**src/rtl/mmio_fifo_pkg.sv**
```systemverilog
// Shared definitions for the MMIO queue FIFO: operating modes, register map
// addresses and the status-word layout.
package mmio_fifo_pkg;

  typedef enum logic {
    FIFO_MODE_DELAY = 1'b0,
    FIFO_MODE_QUEUE = 1'b1
  } fifo_mode_e;

  localparam logic [15:0] MMIO_FIFO_DATA_ADDR   = 16'h0020;
  localparam logic [15:0] MMIO_FIFO_STATUS_ADDR = 16'h0022;

  // Status word: count in [15:0]; {underflow, overflow, full, empty} in [19:16].
  function automatic logic [31:0] pack_status(input logic [15:0] cnt,
                                              input logic empty,
                                              input logic full,
                                              input logic overflow,
                                              input logic underflow);
    return {12'h000, underflow, overflow, full, empty, cnt};
  endfunction

endpackage

```
**src/rtl/mmio_queue_fifo_if.sv**
```systemverilog
// Handshake/status bundle between the MMIO register block (master) and the
// FIFO (slave).
interface mmio_queue_fifo_if #(
  parameter int WIDTH = 64,
  parameter int DEPTH = 8
);
  localparam int CW = $clog2(DEPTH + 1);

  logic             clr;
  logic             clr_err;
  logic             push;
  logic [WIDTH-1:0] push_data;
  logic             pop;
  logic [WIDTH-1:0] pop_data;
  logic [CW-1:0]    count;
  logic             empty;
  logic             full;
  logic             almost_full;
  logic             overflow;
  logic             underflow;

  modport master (
    output clr, clr_err, push, push_data, pop,
    input  pop_data, count, empty, full, almost_full, overflow, underflow
  );

  modport slave (
    input  clr, clr_err, push, push_data, pop,
    output pop_data, count, empty, full, almost_full, overflow, underflow
  );
endinterface

```
**src/rtl/mod_ptr.sv**
```systemverilog
// Pointer counter over 0..MAX with an explicit wrap, so non-power-of-two
// ranges work without relying on truncation.
module mod_ptr #(
  parameter int MAX = 7,
  parameter int W   = $clog2(MAX + 1)
) (
  input  logic         clk,
  input  logic         rst,
  input  logic         clr,
  input  logic         inc,
  output logic [W-1:0] ptr
);
  localparam logic [W-1:0] LAST = W'(MAX);

  logic [W-1:0] ptr_reg;

  always_ff @(posedge clk or posedge rst) begin
    if (rst) begin
      ptr_reg <= '0;
    end else if (clr) begin
      ptr_reg <= '0;
    end else if (inc) begin
      ptr_reg <= (ptr_reg == LAST) ? '0 : ptr_reg + W'(1);
    end
  end

  assign ptr = ptr_reg;
endmodule

```
**src/rtl/mmio_queue_fifo.sv**
```systemverilog
// Circular-buffer FIFO behind the AFU user register; DELAY mode mimics the
// legacy shift FIFO, QUEUE mode is a push/pop FIFO with sticky error flags.
module mmio_queue_fifo
  import mmio_fifo_pkg::*;
#(
  parameter int WIDTH        = 64,
  parameter int DEPTH        = 8,
  parameter int MODE         = 0,
  parameter int AFULL_THRESH = DEPTH - 1
) (
  input  logic                  clk,
  input  logic                  rst,
  mmio_queue_fifo_if.slave      bus
);
  localparam int CW = $clog2(DEPTH + 1);
  localparam int PW = $clog2(DEPTH);
  localparam bit IS_QUEUE = (MODE == int'(FIFO_MODE_QUEUE));

  logic [WIDTH-1:0] mem_reg [DEPTH];
  logic [DEPTH-1:0] wr_en;
  logic [PW-1:0]    wr_ptr;
  logic [PW-1:0]    rd_ptr;

  logic [CW-1:0] count_reg, count_next;
  logic          empty_reg, full_reg, afull_reg;
  logic          overflow_reg, overflow_next;
  logic          underflow_reg, underflow_next;

  logic at_full, at_empty;
  logic push_acc, pop_acc, ovf_evt, udf_evt;

  assign at_full  = (count_reg == CW'(DEPTH));
  assign at_empty = (count_reg == '0);

  always_comb begin
    push_acc = 1'b0;
    pop_acc  = 1'b0;
    ovf_evt  = 1'b0;
    udf_evt  = 1'b0;
    if (!bus.clr) begin
      if (IS_QUEUE) begin
        pop_acc  = bus.pop && !at_empty;
        push_acc = bus.push && (!at_full || bus.pop);
        ovf_evt  = bus.push && !push_acc;
        udf_evt  = bus.pop && at_empty;
      end else begin
        // A push into a full delay line retires the oldest entry.
        push_acc = bus.push;
        pop_acc  = bus.push && at_full;
      end
    end
  end

  always_comb begin
    count_next = count_reg;
    if (bus.clr) begin
      count_next = '0;
    end else begin
      case ({push_acc, pop_acc})
        2'b10:   count_next = count_reg + CW'(1);
        2'b01:   count_next = count_reg - CW'(1);
        default: count_next = count_reg;
      endcase
    end
    // A fresh error in the same cycle as clr_err wins.
    overflow_next  = ovf_evt | (overflow_reg  & ~bus.clr_err);
    underflow_next = udf_evt | (underflow_reg & ~bus.clr_err);
  end

  always_ff @(posedge clk or posedge rst) begin
    if (rst) begin
      count_reg     <= '0;
      empty_reg     <= 1'b1;
      full_reg      <= 1'b0;
      afull_reg     <= 1'b0;
      overflow_reg  <= 1'b0;
      underflow_reg <= 1'b0;
    end else begin
      count_reg     <= count_next;
      empty_reg     <= (count_next == '0);
      full_reg      <= (count_next == CW'(DEPTH));
      afull_reg     <= (count_next >= CW'(AFULL_THRESH));
      overflow_reg  <= overflow_next;
      underflow_reg <= underflow_next;
    end
  end

  mod_ptr #(.MAX(DEPTH - 1)) u_wr_ptr (
    .clk (clk),
    .rst (rst),
    .clr (bus.clr),
    .inc (push_acc),
    .ptr (wr_ptr)
  );

  mod_ptr #(.MAX(DEPTH - 1)) u_rd_ptr (
    .clk (clk),
    .rst (rst),
    .clr (bus.clr),
    .inc (pop_acc),
    .ptr (rd_ptr)
  );

  for (genvar gi = 0; gi < DEPTH; gi++) begin : g_wr_en
    assign wr_en[gi] = push_acc && (wr_ptr == PW'(gi));
  end

  // Storage carries a reset so a flushed or reset FIFO reads back zeros.
  always_ff @(posedge clk or posedge rst) begin
    if (rst) begin
      for (int i = 0; i < DEPTH; i++) mem_reg[i] <= '0;
    end else if (bus.clr) begin
      for (int i = 0; i < DEPTH; i++) mem_reg[i] <= '0;
    end else begin
      for (int i = 0; i < DEPTH; i++) begin
        if (wr_en[i]) mem_reg[i] <= bus.push_data;
      end
    end
  end

  assign bus.pop_data    = mem_reg[rd_ptr];
  assign bus.count       = count_reg;
  assign bus.empty       = empty_reg;
  assign bus.full        = full_reg;
  assign bus.almost_full = afull_reg;
  assign bus.overflow    = overflow_reg;
  assign bus.underflow   = underflow_reg;
endmodule

```
**src/flat_wrapper.sv**
```systemverilog
// flat-port wrapper written by rule: the top's interface ports become plain ports
module mmio_queue_fifo_flat import mmio_fifo_pkg::*;
#(
  parameter int WIDTH        = 64,
  parameter int DEPTH        = 8,
  parameter int MODE         = 0,
  parameter int AFULL_THRESH = DEPTH - 1
)
  (clk, rst, bus_clr, bus_clr_err, bus_push, bus_push_data, bus_pop, bus_pop_data, bus_count, bus_empty, bus_full, bus_almost_full, bus_overflow, bus_underflow);
  mmio_queue_fifo_if #(.WIDTH(WIDTH), .DEPTH(DEPTH)) bus_i ();
  input  logic clk;
  input  logic rst;
  input wire logic [$bits(bus_i.clr)-1:0] bus_clr;
  input wire logic [$bits(bus_i.clr_err)-1:0] bus_clr_err;
  input wire logic [$bits(bus_i.push)-1:0] bus_push;
  input wire logic [$bits(bus_i.push_data)-1:0] bus_push_data;
  input wire logic [$bits(bus_i.pop)-1:0] bus_pop;
  output wire logic [$bits(bus_i.pop_data)-1:0] bus_pop_data;
  output wire logic [$bits(bus_i.count)-1:0] bus_count;
  output wire logic [$bits(bus_i.empty)-1:0] bus_empty;
  output wire logic [$bits(bus_i.full)-1:0] bus_full;
  output wire logic [$bits(bus_i.almost_full)-1:0] bus_almost_full;
  output wire logic [$bits(bus_i.overflow)-1:0] bus_overflow;
  output wire logic [$bits(bus_i.underflow)-1:0] bus_underflow;
  assign bus_i.clr = bus_clr;
  assign bus_i.clr_err = bus_clr_err;
  assign bus_i.push = bus_push;
  assign bus_i.push_data = bus_push_data;
  assign bus_i.pop = bus_pop;
  assign bus_pop_data = bus_i.pop_data;
  assign bus_count = bus_i.count;
  assign bus_empty = bus_i.empty;
  assign bus_full = bus_i.full;
  assign bus_almost_full = bus_i.almost_full;
  assign bus_overflow = bus_i.overflow;
  assign bus_underflow = bus_i.underflow;
  mmio_queue_fifo #(.WIDTH(WIDTH), .DEPTH(DEPTH), .MODE(MODE), .AFULL_THRESH(AFULL_THRESH)) u_core (.clk(clk), .rst(rst), .bus(bus_i));
endmodule
```
**config.mk**
```make
export PLATFORM = sky130hd
export DESIGN_NAME = mmio_queue_fifo_flat
export DESIGN_NICKNAME = d
export VERILOG_FILES = /design/src/rtl/mmio_fifo_pkg.sv /design/src/rtl/mmio_queue_fifo_if.sv /design/src/rtl/mod_ptr.sv /design/src/rtl/mmio_queue_fifo.sv /design/src/flat_wrapper.sv
export SDC_FILE = /design/constraint.sdc
export NUM_CORES = 1
export LEC_CHECK = 0
export BUFFER_PORTS_ARGS = -buffer_cell sky130_fd_sc_hd__clkbuf_2
export CAP_MARGIN = 25
export CORE_MARGIN = 4
export CORE_UTILIZATION = 25
export CTS_BUF_LIST = sky130_fd_sc_hd__clkbuf_4
export CTS_CLUSTER_DIAMETER = 100
export DETAILED_ROUTE_END_ITERATION = 7
export PLACE_DENSITY_LB_ADDON = 0.3
export SLEW_MARGIN = 5
export SYNTH_ARGS = -nofsm -noshare
export SYNTH_HDL_FRONTEND = slang
export SYNTH_HIERARCHICAL = 1
export SYNTH_SLANG_ARGS = --single-unit
export TNS_END_PERCENT = 5
```
**constraint.sdc**
```tcl
create_clock -name clk -period 42.6 [get_ports clk]
set_clock_uncertainty 0.15 [all_clocks]
set_input_delay 2.13 -clock clk [delete_from_list [all_inputs] [get_ports clk]]
set_output_delay 2.13 -clock clk [all_outputs]
set_load 0.1 [all_outputs]
```
After elaboration in Yosys (flattened, before gate mapping)
Cells that the tools add are included.
{ "totals": {"regBits": 527, "inputBits": 70, "out_inout_bits": 73, "word_cells": 81} }
{ "op_classes": {"addsub": 4, "order_cmp": 2, "eq_ne": 12, "n_mux": 22, "bitwise_logic": 4, "n_reduce_logical": 21} }
{ "op_table": {"columns": ["operator", "count"], "rows": [
  ["$mux 64", 10],
  ["$mux 512", 1],
  ["$bmux 64 s3", 1],
  ["$reduce_bool 2->1", 10],
  ["$mux 3", 6],
  ["$eq 3x3->1 const B", 5],
  ["$logic_and 1x1->1", 9],
  ["$eq 4x4->1 const B", 2],
  ["$pmux 4 s2", 1],
  ["$add 3x1->3 const B", 2],
  ["$eq 3x2->1 const B", 2],
  ["$add 4x1->4 const B", 1],
  ["$ge 4x3->1 const B", 1],
  ["$ge 4x4->1 const B", 1],
  ["$logic_not 4->1", 1],
  ["$mux 4", 1],
  ["$not 3->4", 1],
  ["$sub 4x1->4 const B", 1],
  ["$eq 3x1->1 const B", 1],
  ["$logic_not 3->1", 1],
  ["$and 1x1->1", 2],
  ["$eq 2x1->1 const B", 1],
  ["$eq 2x2->1 const B", 1],
  ["$mux 1", 2],
  ["$not 1->1", 1]
]} }

Logic depth before layout (Yosys ltp)
Gate-level depths: netlist of run 1.
{ "depth": {"word_depth": 7, "mapped_depth": 10, "mapped_depth_nobuf": 8} }

Hierarchy
Netlist of run 1, hierarchy kept.
{ "by_module_without_submodules": {"columns": ["module", "n_inst", "cells_per_inst", "area_each_um2", "seq_area_each_um2"], "rows": [
  ["mmio_queue_fifo", 1, 2565, 24813.8, 13038.8],
  ["mod_ptr (u_core.u_rd_ptr)", 1, 14, 160.2, 75.1],
  ["mod_ptr (u_core.u_wr_ptr)", 1, 13, 155.1, 75.1]
]} }

Worst setup path before layout of run 1
OpenSTA, ideal clock, no wires.
{ "synth_timing": {"path_type": "in2reg", "startpoint": "input bus_clr", "endpoint": "register u_core.full_reg, in the netlist u_core/bus.full", "arrival_time_ps": 4115, "path_slack_ps": 38245, "path_stages": 10, "path_cell_list": "buf_2 nand2b_1 inv_1 and4b_1 ha_1 clkbuf_1 nand2b_1 or3_1 a21oi_2 nor3b_1"} }
{ "synth_between": {"elab_chain_len": 5} }
{ "synth_lines": {"columns": ["item", "line_no", "text"], "rows": [
  ["start, declared", "flat_wrapper.sv:13", "input wire logic [$bits(bus_i.clr)-1:0] bus_clr;"],
  ["$mux 1 *", "mmio_queue_fifo.sv:40", "if (!bus.clr) begin"],
  ["via u_core.push_acc", "mmio_queue_fifo.sv:30", "logic push_acc, pop_acc, ovf_evt, udf_evt;"],
  ["$eq 2x1->1 / $eq 2x2->1 (equally long branches)", "mmio_queue_fifo.sv:59", "case ({push_acc, pop_acc})"],
  ["$pmux 4 s2 *", "mmio_queue_fifo.sv:59", null],
  ["$mux 4 *", "mmio_queue_fifo.sv:56", "if (bus.clr) begin"],
  ["via u_core.count_next[3]", "mmio_queue_fifo.sv:24", "logic [CW-1:0] count_reg, count_next;"],
  ["$eq 4x4->1 *", "mmio_queue_fifo.sv:81", "full_reg <= (count_next == CW'(DEPTH));"],
  ["end signal, assigned", "mmio_queue_fifo.sv:81", null],
  ["end, declared", "mmio_queue_fifo.sv:25", "logic empty_reg, full_reg, afull_reg;"]
]} }
Mark *: on every way through the listed nets, which the timed path passes. The rest lies on a longest branch.
A chain may end at the register's enable or synchronous reset.

Worst setup path in the final report of run 1
{ "layout_timing": {"startpoint": "register u_core.u_rd_ptr.ptr_reg[1], in the netlist u_core/u_rd_ptr/ptr[1]", "endpoint": "output bus_pop_data[12]"} }
{ "layout_between": {"elab_chain_len": 4} }
{ "layout_lines": {"columns": ["item", "line_no", "text"], "rows": [
  ["start, declared", "mod_ptr.sv:15", "logic [W-1:0] ptr_reg;"],
  ["start signal, assigned", "mod_ptr.sv:23", "ptr_reg <= (ptr_reg == LAST) ? '0 : ptr_reg + W'(1);"],
  ["$not 3->4 (implied by the code)", "mmio_queue_fifo.sv:121", "assign bus.pop_data = mem_reg[rd_ptr];"],
  ["$bmux 64 s3", "mmio_queue_fifo.sv:121", null],
  ["$mux 64 (implied by the code) (2 in series)", "mmio_queue_fifo.sv:121", null],
  ["end, declared", "flat_wrapper.sv:18", "output wire logic [$bits(bus_i.pop_data)-1:0] bus_pop_data;"]
]} }
Every way passes these cells. The select of a mux whose other input is x is not followed.

==> flow_summary.json, run 1 <==
{
  "cp_max_fo": 54,
  "grt_pass1_vias": 19620,
  "syn-cell-area_um2": 25130,
  "post-route-period-util_pct": 16.11,
  "dr.pass1.iters": 5,
  "syn_nets": 2668,
  "yosysWarnings": 6,
  "min_period_ns": 6.865,
  "p_clk_share_pct": 44.7,
  "numCtsBuffers": 145,
  "fp.dieW_um": 325.0,
  "rows": 116,
  "fin_setup_tns_ns": 0,
  "fmax_mhz": 145.7,
  "antenna_found_initial": 13,
  "post_cts_buffers": 0,
  "dieArea_um2": 105700,
  "cts_resized": 0,
  "finalNetCount": 2730,
  "p_comb_share_pct": 7.4,
  "routed_via_density": 4.690,
  "clock_path_buffers": 3,
  "power_w": 0.001059,
  "io_pins": 143,
  "finalHoldViolCount": 0,
  "grt_pass1_wl_um": 124400,
  "swShare_pct": 26.92,
  "max-slew-margin-rel_pct": 26.96,
  "design.core.area_um2": 99860,
  "areaGrowthSynthToFinish_pct": 13.11,
  "yosysTopAreaCell": "dfrtp_1",
  "rr_worst_depth": 5,
  "wl_um": 81600,
  "die_h_um": 325.0,
  "rr_endpoint": "u_core/mem_reg[350]",
  "grt_max_degree": 165,
  "power_leakage_nw": 11.59,
  "cts.clk_slew.worst_paths_ns": 0.06,
  "layout-drive-gt1-share_pct": 22.80,
  "slew_viol_final": 0,
  "r2r_slack_ns": 39.52,
  "num_vias": 19050,
  "fin_ws_ns": 35.74,
  "cts_hold_buffers": 0,
  "synth.top_cells.by_area": "dfrtp_1 52%, nand2_1 15%, mux4_2 11%",
  "synth_top_area_share_pct": 52.38,
  "hold_slack_ns": 0.3563,
  "h-tree-depth": 4,
  "power_frac_seq_pct": 47.9,
  "endpoint_kind": "output port",
  "peakVddDrop_v": 0.00001551,
  "grt_use_total_pct": 15.25,
  "place.detailed.hpwl_um": 43600,
  "cts-root-buf": "clkbuf_4",
  "grt_setup_unrepaired": "no",
  "crit_path_start_kind": "register",
  "synth.distinct_cells": 36,
  "largest_reg_flops": 512,
  "syn_inst": 2592,
  "syn_avg_cell_area_um2": 9.695,
  "arrival_ns": 4.58,
  "intPower_w": 0.0007741,
  "clk_latency_ns": 0.95,
  "setup_violations": 0,
  "fillCellCount": 10540,
  "start_util_pct": 25.17,
  "power_density_nw_per_um2": 37.27,
  "dp_slack_ns": 36.61,
  "r2r-start": "u_core/u_wr_ptr/ptr[0]",
  "required_ns": 40.32,
  "synth_seq_cells": 527,
  "wl_per_cell_um": 20.09,
  "port_buffers": 141,
  "cts_sinks": 527,
  "tightest_slew_ns": 1.096,
  "min_path_type": "register to register",
  "path_class": "register to output port",
  "antenna_left": 0,
  "final_core_utilization_pct": 28.46,
  "drc": 0,
  "min_from": "u_core/bus.overflow",
  "ys_seq_area_share_pct": 52.48,
  "cts_tree": "done",
  "hold_path_end": "u_core/bus.overflow",
  "routabilityCongestion": 0.7014,
  "cap_violations": 0,
  "drtIter0Drc": 1339,
  "status": "finished, final reports clean",
  "switching_power_w": 0.0002851,
  "holdPathStages": 1,
  "gr-total-overflow": 0
}
[final cells by class]
class	count	area, um^2	share of cell area [%]
Multi-Input combinational cell	1794	10590	37.25
Tap cell	1298	1624	5.714
Antenna cell	9	22.52	0.07924
Inverter	4	22.52	0.07924
Clock inverter	31	229.0	0.8056
Sequential cell	527	13200	46.44
Clock buffer	216	1622	5.705
Timing Repair Buffer	182	1116	3.927
[cells in the mapped netlist]
library cell     n
buf_6            6
or3_1            2
a221oi_1         1
xor2_1           1
nand2b_1         5
a21o_1           1
nand2_1       1026
buf_1           10
and4b_1          2
nor3b_1          3
mux4_2         128
a21oi_2          3
nand3b_4         1
and3b_1          2
a21oi_1        516
nor3b_2          1
nor2b_1          2
buf_2           84
dfrtp_1        526
buf_4           67
or3b_1           4
inv_1            4
nor3_4           2
nand3b_1         3
ha_1             6
dfstp_2          1
o21ai_0          2
and2_1           1
nand3_1          2
nor3_1           2
nor2_2           1
or2_2            1
mux2i_1          4
nor2_1           8
mux2_2          64
clkbuf_1       100
[per-layer routing]
metal	up-vias	GRT usage [%]	wire, um
met2	489	26.05	40780
met4	8	4.845	1555
met5	-	0	48
li1	8861	-	-
met1	9580	19.09	34830
met3	108	3.656	4391
[power by group through the flow]
stage | logic (W) | registers (W) | clock network, W
3_5_place_dp | 0.0000797 | 0.000517 | 0
3_3_place_gp | 0.0000794 | 0.000517 | 0
6_report | 0.0000784 | 0.000508 | 0.000473
4_1_cts | 0.0000798 | 0.000508 | 0.000493
5_1_grt | 0.0000849 | 0.000508 | 0.000517
2_1_floorplan | 0.0000595 | 0.000518 | 0
[kinds of logic (layout without fill, tap and decap cells)]
family                     Yosys count  in the layout  share of synthesized area (%)
muxes                              196            196                          14.50
other                                0              9                              0
buffers and inverters              271            433                          5.646
xor gates and xnor gates             1              1                        0.03486
DFF                                527            527                          52.48
AOI/OAI and AO/OA                  523            523                          10.49
adders and majority gates            6              6                         0.2987
and+or+nand+nor                   1068           1068                          16.55
[layout by cell type (no fill, tap or decap), types with 2 or more instances in the layout]
cell type	count
nor2b_1	2
or3b_4	2
mux4_2	128
ha_1	6
mux2i_1	4
nor3_1	2
dfrtp_1	523
buf_4	36
or3b_1	2
nand2b_1	5
a21oi_1	516
inv_2	6
clkinv_2	3
clkinv_1	17
nor3b_2	3
nand3b_1	3
a21oi_2	3
o21ai_0	2
and4b_1	2
bufinv_16	4
nand3_4	2
nor3_4	2
or3_1	2
buf_16	4
inv_1	3
diode_2	9
dfrtp_4	3
clkbuf_2	140
nand2_1	1025
nor2_1	8
mux2_2	64
clkbuf_4	216
and3b_4	2
[how the worst max path moves through the flow]
stage / slack [ns] / end / startpoint / cells past startpoint
floorplan: 25.77 / u_core/bus.almost_full / rst / 1
global placement: 36.62 / bus_pop_data[42] / u_core/u_rd_ptr/ptr[0] / 5
detailed placement: 36.61 / bus_pop_data[36] / u_core/u_rd_ptr/ptr[0] / 5
CTS: 35.49 / bus_pop_data[36] / u_core/u_rd_ptr/ptr[0] / 5
global route: 35.39 / bus_pop_data[63] / u_core/u_rd_ptr/ptr[0] / 5
finish: 35.74 / bus_pop_data[12] / u_core/u_rd_ptr/ptr[1] / 5
[stage by stage]
step,instance area (um^2),cells
floorplan,25130,2592
global placement,26440,3801
detailed placement,26520,3804
CTS,28370,4051
global route,28400,4054
finish,28420,4061
[worst max-delay path, cell delays in order (launching register included)]
cell and delay, ns:
dfrtp_4 0.75, buf_4 0.78, buf_4 0.84, mux4_2 0.42, mux2_2 0.34, clkbuf_2 0.39
Note: power is estimated with default switching activity, not from simulation.
==> run 2, diff against run 1 <==
clock period = 6.2 ns   (was 42.6 ns; I/O delays follow)
==> run 2 against run 1 <==
Compared with the run above:
- global-route usage rose by 0.31 points
- die area did not move
- clock power rose to 7.1 times the previous value
- hold slack got worse by 0.23 ns
- worst setup slack got worse by 34 ns
- cell count rose by 3.1%
- count of clock-buffer cells in the layout rose by 12
- highest routed layer unchanged
- critical endpoint is now bus_pop_data[11]
- sequential power rose to 6.9 times the previous value
==> flow_summary.json, run 2 (synthesis results as in run 1) <==
{
  "status": "finished, final reports clean",
  "port_buffers": 141,
  "layout-drive-gt1-share_pct": 22.03,
  "fmax_mhz": 234.9,
  "areaGrowthSynthToFinish_pct": 17.95,
  "wl_per_cell_um": 19.69,
  "arrival_ns": 3.80,
  "num_vias": 19560,
  "io_pins": 143,
  "dr.pass1.iters": 7,
  "max-slew-margin-rel_pct": 32.26,
  "peakVddDrop_v": 0.0001260,
  "min_path_type": "primary input to register",
  "largest_reg_flops": 512,
  "grt_pass1_wl_um": 127000,
  "required_ns": 5.74,
  "cts-root-buf": "clkbuf_4",
  "grt_pass1_vias": 20440,
  "fp.dieW_um": 325.0,
  "cts.clk_slew.worst_paths_ns": 0.06,
  "clock_path_buffers": 3,
  "slew_viol_final": 0,
  "r2r-start": "u_core/u_wr_ptr/ptr[0]",
  "final_common_cell": "nand2_1",
  "die_h_um": 325.0,
  "power_density_nw_per_um2": 251.1,
  "routabilityCongestion": 0.6981,
  "min_from": "bus_push_data[1]",
  "cp_max_fo": 77,
  "post-route-period-util_pct": 68.68,
  "finalNetCount": 2852,
  "cts_tree": "done",
  "gr-total-overflow": 0,
  "design.core.area_um2": 99860,
  "fillCellCount": 10510,
  "power_leakage_nw": 12.10,
  "final_cell_mix": "1025 x nand2_1, 523 x dfrtp_1, 516 x a21oi_1, 228 x clkbuf_4, 140 x clkbuf_2",
  "cts_sinks": 527,
  "dieArea_um2": 105700,
  "power_w": 0.007442,
  "stdcell_area_um2": 29640,
  "drtIter0Drc": 1391,
  "min_period_ns": 4.258,
  "antenna_left": 0,
  "setup_violations": 0,
  "grt_setup_unrepaired": "no",
  "routed_via_density": 4.673,
  "max_stage_delay_ns": 0.83,
  "path_class": "register to output port",
  "wl_um": 82430,
  "tightest_slew_ns": 1.016,
  "clk_latency_ns": 0.92,
  "grt_max_degree": 148,
  "endpoint_kind": "output port",
  "hold_slack_ns": 0.1257,
  "rows": 116,
  "dpl_cell_area_um2": 26530,
  "crit_start": "u_core/u_rd_ptr/ptr[0]",
  "crit_path_start_kind": "register",
  "crit_path_top_delay_cell": "dfrtp_4",
  "multi_input_area_um2": 10590,
  "h-tree-depth": 4,
  "finalHoldViolCount": 0,
  "start_util_pct": 25.17,
  "crit_path_cell_trace": "buf_12 -> mux4_2 -> mux2_2 -> clkbuf_2",
  "post_cts_buffers": 0,
  "seq_area_um2": 13200,
  "grt_use_total_pct": 15.56,
  "antenna_found_initial": 8,
  "drc": 0,
  "cap_violations": 0,
  "numCtsBuffers": 150,
  "place.detailed.hpwl_um": 43130
}
[run 2: changes by cell type in the layout (fill, tap and decap cells not counted)]
cell           before  now
buf_12              1    4
buf_16              4    1
clkbuf_4          216  228
diode_2             9    6
clkinv_1           17   22
dlygate4sd3_1       0  116
clkinv_2            3    1
inv_8               1    0
buf_4              36   37
clkinvlp_4          1    2
inv_2               6    2
[run 2: routing by layer]
layer | GRT usage (%) | share of wire [%]
met1 | 20.01 | 43
met4 | 4.855 | 1.9
met3 | 3.845 | 5.7
met5 | 0 | 0.033
met2 | 25.88 | 50
[run 2: critical path: cells and delay by family (launching register included)]
kind | cells | cell delay, ns
buf+inv | 2 | 0.96
flops | 1 | 0.83
mux | 2 | 0.92
[run 2: cell type report]
cell class | count | share of cell area [%]
diodes | 6 | 0.05065
clock buffers | 228 | 5.775
clock inverters | 30 | 0.7514
inverters | 4 | 0.06332
multi-input cells | 1794 | 35.72
flip-flops and latches | 527 | 44.53
well taps | 1298 | 5.479
repair buffers | 299 | 7.632
[run 2: timing repair]
action / CTS / global route
hold buffers: 116 / 0
resized for setup: 0 / 0
endpoints found under the hold margin: 783 / 0
[run 2: per-stage QoR]
stage | setup WS, ns | instances | utilization, % | TNS, ns
after detailed placement | 2.821 | 3806 | 26.57 | 0
after global placement | 2.834 | 3805 | 26.54 | 0
after global routing | 1.618 | 4183 | 29.68 | 0
after CTS | 1.712 | 4180 | 29.67 | 0
after floorplan | -1.337 | 2592 | - | -695.45
final | 1.942 | 4186 | 29.68 | 0
[run 2: final timing paths]
| kind | to | slack [ns] | cells after the start |
|---|---|---|---|
| hold reg to reg | u_core/bus.overflow | 0.35 | 1 |
| hold / removal | u_core/mem_reg[193] | 0.13 | 4 |
| setup reg to reg | u_core/mem_reg[322] | 3.11 | 5 |
| min in group asynchronous | u_core/u_rd_ptr/ptr[0] | 0.36 | 4 |
| max in group asynchronous | u_core/mem_reg[354] | 3.80 | 6 |
| setup / recovery | bus_pop_data[11] | 1.94 | 4 |
[run 2: where the power goes]
group	switching, W	leakage [nW]	internal (W)
Clock	0.00152	1.15	0.00183
Combinational	0.000455	3.62	0.000150
Sequential	0.0000186	7.33	0.00347
Total	0.00200	12.1	0.00545
